## src/rtl/dmem_arbiter.sv

```systemverilog
// Two-requester arbiter/sequencer for the single-port data memory (dmem).
// Latency: req sampled at edge E -> ACCESS during E..E+1 -> ack pulse during E+1..E+2.
// Backpressure: req/ack handshake; the losing requester holds req until it is served.
//
// Ports:
//   clk, reset              rising-edge clock, synchronous active-high reset
//   req/we/addr/wdata{0,1}  requester side; req held until its ack
//   ack/err/rdata{0,1}      completion pulse, misalignment flag, read result
//   mem_write_enable/mem_addr/mem_writedata/mem_readdata   dmem side (combinational read)
//   busy, grant             activity flag, index of current/last winner
// Build option: DMEM_ARB_FIXED_PRIORITY_EN -> port 0 always wins contention
//   (default: round-robin).
module dmem_arbiter #(
   parameter int n = 16,
   parameter int r = 16
) (
   input  logic         clk,
   input  logic         reset,
   input  logic         req0,
   input  logic         req1,
   input  logic         we0,
   input  logic         we1,
   input  logic [r-1:0] addr0,
   input  logic [r-1:0] addr1,
   input  logic [n-1:0] wdata0,
   input  logic [n-1:0] wdata1,
   output logic         ack0,
   output logic         ack1,
   output logic         err0,
   output logic         err1,
   output logic [n-1:0] rdata0,
   output logic [n-1:0] rdata1,
   output logic         mem_write_enable,
   output logic [r-1:0] mem_addr,
   output logic [n-1:0] mem_writedata,
   input  logic [n-1:0] mem_readdata,
   output logic         busy,
   output logic         grant
);

   typedef enum logic [1:0] {S_IDLE, S_ACCESS, S_DONE} state_t;

   state_t       state_q;
   logic         we_q;
   logic [r-1:0] addr_q;
   logic [n-1:0] wdata_q;
   logic         grant_q;
   logic         ack0_q, ack1_q;
   logic         err0_q, err1_q;
   logic [n-1:0] rdata0_q, rdata1_q;
   logic         busy_q;
   logic         win_d;
   logic [n-1:0] rd_d;
   logic         misaligned;

`ifndef DMEM_ARB_FIXED_PRIORITY_EN
   logic         last_grant_q;
`endif

   assign misaligned = addr_q[0];

   // Winner: a lone requester always wins; on contention either port 0 (fixed)
   // or the port that was not granted last (round-robin).
   always_comb begin
      win_d = ~req0;
`ifndef DMEM_ARB_FIXED_PRIORITY_EN
      if (req0 && req1) begin
         win_d = ~last_grant_q;
      end
`endif
   end

   // Writes and misaligned accesses return zero.
   always_comb begin
      rd_d = mem_readdata;
      if (we_q || misaligned) begin
         rd_d = '0;
      end
   end

   always_ff @(posedge clk) begin
      if (reset) begin
         state_q  <= S_IDLE;
         we_q     <= 1'b0;
         addr_q   <= '0;
         wdata_q  <= '0;
         grant_q  <= 1'b0;
         ack0_q   <= 1'b0;
         ack1_q   <= 1'b0;
         err0_q   <= 1'b0;
         err1_q   <= 1'b0;
         rdata0_q <= '0;
         rdata1_q <= '0;
         busy_q   <= 1'b0;
`ifndef DMEM_ARB_FIXED_PRIORITY_EN
         last_grant_q <= 1'b1;
`endif
      end else begin
         ack0_q <= 1'b0;
         ack1_q <= 1'b0;
         case (state_q)
            S_IDLE: begin
               if (req0 || req1) begin
                  we_q    <= win_d ? we1 : we0;
                  addr_q  <= win_d ? addr1 : addr0;
                  wdata_q <= win_d ? wdata1 : wdata0;
                  grant_q <= win_d;
`ifndef DMEM_ARB_FIXED_PRIORITY_EN
                  last_grant_q <= win_d;
`endif
                  busy_q  <= 1'b1;
                  state_q <= S_ACCESS;
               end
            end
            S_ACCESS: begin
               if (grant_q) begin
                  rdata1_q <= rd_d;
                  err1_q   <= misaligned;
                  ack1_q   <= 1'b1;
               end else begin
                  rdata0_q <= rd_d;
                  err0_q   <= misaligned;
                  ack0_q   <= 1'b1;
               end
               state_q <= S_DONE;
            end
            S_DONE: begin
               busy_q  <= 1'b0;
               state_q <= S_IDLE;
            end
            default: begin
               busy_q  <= 1'b0;
               state_q <= S_IDLE;
            end
         endcase
      end
   end

   // Reset is folded in combinationally so a reset landing in ACCESS cannot
   // complete the write on the edge that also clears the FSM.
   assign mem_write_enable = (state_q == S_ACCESS) && we_q && !misaligned && !reset;
   // The latches only change at a grant, so the address/data hold outside ACCESS.
   assign mem_addr         = addr_q;
   assign mem_writedata    = wdata_q;
   assign ack0             = ack0_q;
   assign ack1             = ack1_q;
   assign err0             = err0_q;
   assign err1             = err1_q;
   assign rdata0           = rdata0_q;
   assign rdata1           = rdata1_q;
   assign busy             = busy_q;
   assign grant            = grant_q;

endmodule

```

## config.mk

```make
export PLATFORM = sky130hd
export DESIGN_NAME = dmem_arbiter
export DESIGN_NICKNAME = d
export VERILOG_FILES = /design/src/rtl/dmem_arbiter.sv
export SDC_FILE = /design/constraint.sdc
export NUM_CORES = 1
export LEC_CHECK = 0
export CAP_MARGIN = 20
export CORE_ASPECT_RATIO = 0.9
export CORE_MARGIN = 5
export CORE_UTILIZATION = 41
export CTS_BUF_LIST = sky130_fd_sc_hd__clkbuf_8 sky130_fd_sc_hd__clkbuf_16
export DETAILED_ROUTE_END_ITERATION = 10
export PLACE_DENSITY = 0.86
export SLEW_MARGIN = 20
export SYNTH_ARGS = -nofsm -noshare
export SYNTH_HDL_FRONTEND = slang
export SYNTH_SLANG_ARGS = --single-unit
```

## constraint.sdc

```tcl
create_clock -name clk -period 1.81 [get_ports clk]
set_clock_uncertainty 0.05 [all_clocks]
set_input_delay 0.543 -clock clk [delete_from_list [all_inputs] [get_ports clk]]
set_output_delay 0.543 -clock clk [all_outputs]
set_load 0.02 [all_outputs]
```

==> impl_metrics.tcl, run 1 <==
set metrics [dict create \
    worstSetupPathType "register to output pin" \
    clkPwrFrac 0.334 \
    vias 3511 \
    fin_crit_ps 1790 \
    clock_sinks 74 \
    drt-pass1-iter-count 5 \
    fmax_mhz 558 \
    swShare 0.307 \
    power.internal_uw 3090 \
    finish.utilization 0.654 \
    dp.cells 612 \
    drt_iter0_drc 134 \
    worstSkewPairLatency_ps 350 \
    die-area_um2 9900 \
    seq_area_frac_synth 0.451 \
    synth_cells 376 \
    worstPathRequired_ps 1220 \
    cp_data_arrival_time_ps 1200 \
    grt_pass1_vias 3555 \
    syn_area_um2 3280 \
    avgSynthCellArea_um2 8.73 \
    hold_class "register to register" \
    die_x_um 104 \
    tns_ps 0 \
    coreArea_um2 7910 \
    finalNonFillerCells 629 \
    outcome "complete, no violations" \
    worst_setup_path_end_kind "output pin" \
    clk_path_buf_depth 2 \
    drc_errors 0 \
    cts_made_buffers 9 \
    place_congestion 0.849 \
    setup_viol 0 \
    period_share 0.990 \
    hpwl_um 7740 \
    drive_gt1_frac 0.158 \
    tightest_slew_ps 953 \
    start_kind "register" \
    wirelength_um 10700 \
    syn_to_final_growth_pct 57.8 \
    htree_num_levels 3 \
    ir_drop_v 0.000384 \
    grt_overflow_total 0 \
    ys_types 25 \
    synthesis.nets 462 \
    rows 31 \
    cts_tree "yes" \
    clkTransAtPathRegs_ps 90 \
    place_ws_ps -363 \
    final_nets 611 \
    powerDensity_nw_per_um2 860 \
    antenna_found_initial 0 \
    drtAntennaViolNets 0 \
    max_cap_violations 0 \
    fin_ws_ps 17.4 \
    rsz0062_at_grt "yes" \
    synth-seq-cells 74 \
    drv_slew 0 \
    finalHoldViolCount 0 \
    die_h_um 94.9 \
    portBuffers 156 \
    start_util 0.415 \
    combPwrFrac 0.257 \
    grt_max_degree 75 \
    cts_root_buf "clkbuf_8" \
    sequentialPowerShare 0.409 \
    critPathMaxFanout 2 \
    p_sw_uw 1370 \
    antenna_cells 0 \
    vias_per_cell 5.58 \
    gr-usage-all-layers 0.216 \
    wl_per_cell_um 17.0 \
    yosys_warnings 0 \
    slew-limit-headroom 0.365 \
    ioPinCount 157 \
    p_leak_uw 0.00209 \
    grt_pass1_wl_um 17400 \
    cts_hold_buf 0 \
]
==> cell usage after synthesis, drive strengths merged <==
cell type  count  area [µm²]
and3           1        6.26
a21oi         70         350
or3b           1        8.76
nand2b         3        18.8
nand3b         1        7.51
nand3         65         325
clkbuf        30         113
nor2b          1        6.26
or2            1        6.26
nor4b          1        8.76
nor3           1        5.00
o21bai         1        7.51
buf           13         100
nand2         37         139
a311oi        33         477
dfxtp         74        1480
nor3b          1        12.5
nor2           6        22.5
inv            1        3.75
o21ai         33         165
and3b          1        8.76
and2           1        8.76
==> final timing paths <==
kind	from	endpoint	slack, ps	cells after the start
worst max-delay path	state_q[1]	mem_write_enable	20	3
worst min-delay path	rdata0[15]	rdata0[15]	410	2
worst max register to register	state_q[1]	rdata0[4]	100	5
worst min register to register	rdata0[15]	rdata0[15]	410	2
==> critical path, cell delays in order (launching register included) <==
cell and delay, ps:
dfxtp_2 330, nand2b_4 140, nor4b_4 200, buf_4 180
==> metal layers <==
metal / wire length [µm] / global-route usage / vias up
met1: 4180 / 0.237 / 1622
met2: 5130 / 0.370 / 195
met5: 0 / 0 / -
met3: 1210 / 0.0977 / 19
met4: 180 / 0.0777 / 0
li1: - / - / 1675
==> per-stage QoR <==
step | total power, µW | cell area (µm²) | hold slack (ps)
final | 4460 | 5180 | 411
after detailed placement | 3090 | 5020 | 401
after floorplan | 2500 | 3300 | 430
after global routing | 4660 | 5180 | 427
after CTS | 4490 | 5170 | 410
after global placement | 3060 | 5020 | 391
==> cell type report <==
class	count	area, µm²
timing repair buffer	181	1720
tap	99	124
clock buffer	9	124
sequential	74	1480
inverter	1	3.75
multi-input combinational	258	1610
fill	666	2730
clock inverter	7	108
==> power by group through the flow <==
stage	clock [µW]	sequential [µW]	combinational [µW]
finish	1490	1820	1150
global route	1590	1840	1230
CTS	1520	1820	1150
detailed placement	0	1860	1230
global placement	0	1860	1200
floorplan	0	2000	494
==> registers in the layout, indices dropped and copies added (netlist names) <==
register,flops
mem_addr,16
busy,1
last_grant_q,1
state_q,2
err1,1
rdata1,16
rdata0,16
mem_writedata,16
ack0,1
grant,1
ack1,1
we_q,1
err0,1
==> kinds of logic (layout without fill, tap and decap cells) <==
| kind of cell | count (synthesis) | after routing | share of synthesized area |
|---|---|---|---|
| and+or+nand+nor | 121 | 121 | 0.178 |
| AOI/OAI and AO/OA | 137 | 137 | 0.305 |
| DFF | 74 | 74 | 0.451 |
| buffers and inverters | 44 | 198 | 0.0660 |
==> repair_timing <==
action	CTS	global route
pin swaps	0	0
endpoints found under the setup margin	71	2
gates resized for setup	79	1
setup buffers	0	1
==> cell usage in the layout (no fill, tap or decap) <==
master	netlist	final
nand2b_1	3	2
buf_4	0	22
dfxtp_1	74	72
o21bai_1	1	1
o21ai_0	33	33
dfxtp_2	0	2
nand2b_4	0	1
nand3_1	65	65
nor2b_2	0	1
clkdlybuf4s50_1	0	84
inv_1	1	1
clkdlybuf4s15_2	0	1
clkbuf_8	0	9
dlygate4sd2_1	0	69
a21oi_1	70	70
nor3_1	1	1
a311oi_2	30	30
inv_6	0	2
nor2_1	6	4
a311oi_1	3	3
and3_1	1	1
clkinvlp_4	0	1
nor3b_2	1	1
buf_12	0	5
nand2_1	37	37
nor4b_4	0	1
bufinv_16	0	2
nand3b_1	1	1
and3b_1	1	1
or3b_2	1	1
and2_4	1	1
or2_1	1	1
nor2_2	0	2
inv_8	0	2
No activity file was read; power rests on OpenSTA's default activity.
==> run 2: changes to the inputs <==
Settings changed: RECOVER_POWER set to 50.
==> run 2 against run 1 <==
  * Setup slack about the same
  * Register-to-register slack about the same
  * Global-route usage unchanged
  * Die area did not move
  * Worst hold slack about the same
  * Utilization barely moved
  * Sequential share of layout area about the same
  * First-iteration DRC count up 3.7%
  * Count of clock-buffer cells in the layout unchanged
  * Combinational power is essentially flat
  * Critical path depth unchanged
  * Clock power about the same
  * Largest cell class unchanged
  * Highest routed layer unchanged
==> impl_metrics.tcl, run 2 (synthesis gave the netlist of run 1 again) <==
set metrics [dict create \
    grt_pass1_vias 3555 \
    cp_data_arrival_time_ps 1200 \
    drt_iter0_drc 139 \
    die_x_um 104 \
    cts_tree "yes" \
    drive_gt1_frac 0.158 \
    outcome "complete, no violations" \
    crit_family "simple AND/OR/NAND/NOR gates" \
    crit_slowest_cell "dfxtp_2" \
    gr-usage-all-layers 0.216 \
    grt_overflow_total 0 \
    drtAntennaViolNets 0 \
    coreArea_um2 7910 \
    final_nets 611 \
    rows 31 \
    slew-limit-headroom 0.318 \
    die-area_um2 9900 \
    syn_to_final_growth_pct 57.7 \
    p_leak_uw 0.00209 \
    drc_errors 0 \
    cpPeakStageDelay_ps 330 \
    rsz0062_at_grt "yes" \
    die_h_um 94.9 \
    powerDensity_nw_per_um2 861 \
    fin_crit_ps 1790 \
    fin_ws_ps 17.2 \
    clkTransAtPathRegs_ps 90 \
    ir_drop_v 0.000384 \
    tns_ps 0 \
    final_area_um2 5180 \
    cts_root_buf "clkbuf_8" \
    grt_max_degree 75 \
    drt-pass1-iter-count 4 \
    start_kind "register" \
    place_congestion 0.849 \
    place_ws_ps -363 \
    finalNonFillerCells 629 \
    clk_path_buf_depth 2 \
    critPathMaxFanout 2 \
    mostFrequentLayoutCells "84 x clkdlybuf4s50_1, 72 x dfxtp_1, 70 x a21oi_1" \
    crit_chain "nand2b_4, nor4b_4, buf_4" \
    worstPathRequired_ps 1220 \
    holdWs_ps 411 \
    htree_num_levels 3 \
    hold_class "register to register" \
    dp.cells 612 \
    grt_pass1_wl_um 17400 \
    start_util 0.415 \
    finalHoldViolCount 0 \
    vias 3487 \
    mostFrequentLayoutCell "clkdlybuf4s50_1" \
    setup_viol 0 \
    tightest_slew_ps 1020 \
    antenna_cells 0 \
    clock_sinks 74 \
    wl_per_cell_um 17.1 \
    antenna_found_initial 0 \
    worst_setup_path_end_kind "output pin" \
    path_buf_inv 1 \
    wirelength_um 10700 \
    postPlaceCellArea_um2 5020 \
    worstSkewPairLatency_ps 350 \
    fmax_mhz 558 \
    hpwl_um 7740 \
    cts_made_buffers 9 \
    drv_slew 0 \
    max_cap_violations 0 \
    worstSetupPathType "register to output pin" \
    vias_per_cell 5.54 \
    portBuffers 156 \
    ioPinCount 157 \
    period_share 0.991 \
]
run 2: stage by stage:
| stage | total power, µW | util |
|---|---|---|
| 2_1_floorplan | 2500 | - |
| 4_1_cts | 4490 | 0.653 |
| 3_5_place_dp | 3090 | 0.634 |
| 3_3_place_gp | 3060 | 0.634 |
| 5_1_grt | 4660 | 0.654 |
| 6_report | 4460 | 0.654 |
run 2: what timing repair did:
item,4_1_cts,5_1_grt
gates resized for setup,79,1
setup endpoints to repair,71,2
hold buffers,0,0
buffers inserted,0,1
run 2: area by class of cell:
type / count / area (µm²)
clock buffer: 9 / 124
sequential: 74 / 1480
timing repair buffer: 181 / 1720
inverter: 1 / 3.75
fill: 667 / 2740
tap: 99 / 124
multi-input combinational: 258 / 1610
clock inverter: 7 / 108
run 2: worst register-to-register path: stages (launching register included):
cell     delay (ps)
dfxtp_2         330
buf_4           120
buf_4           140
or3b_2          650
nand2_1         170
a21oi_1          90
run 2: final timing paths:
kind	depth (start not counted)	slack [ps]	from	end
min	2	410	rdata0[15]	rdata0[15]
max reg2reg	5	100	state_q[1]	rdata0[4]
min reg2reg	2	410	rdata0[15]	rdata0[15]
max	3	20	state_q[1]	mem_write_enable
run 2: power by group:
group | internal [µW] | switching (µW)
clock | 805 | 683
combinational | 526 | 620
sequential | 1750 | 67.4
total | 3090 | 1370
run 2: layer usage:
metal	share of wire	track usage	up-vias
li1	-	-	1674
met1	0.39	0.237	1597
met2	0.48	0.370	195
met3	0.11	0.0977	21
met4	0.018	0.0777	0
met5	0	0	-
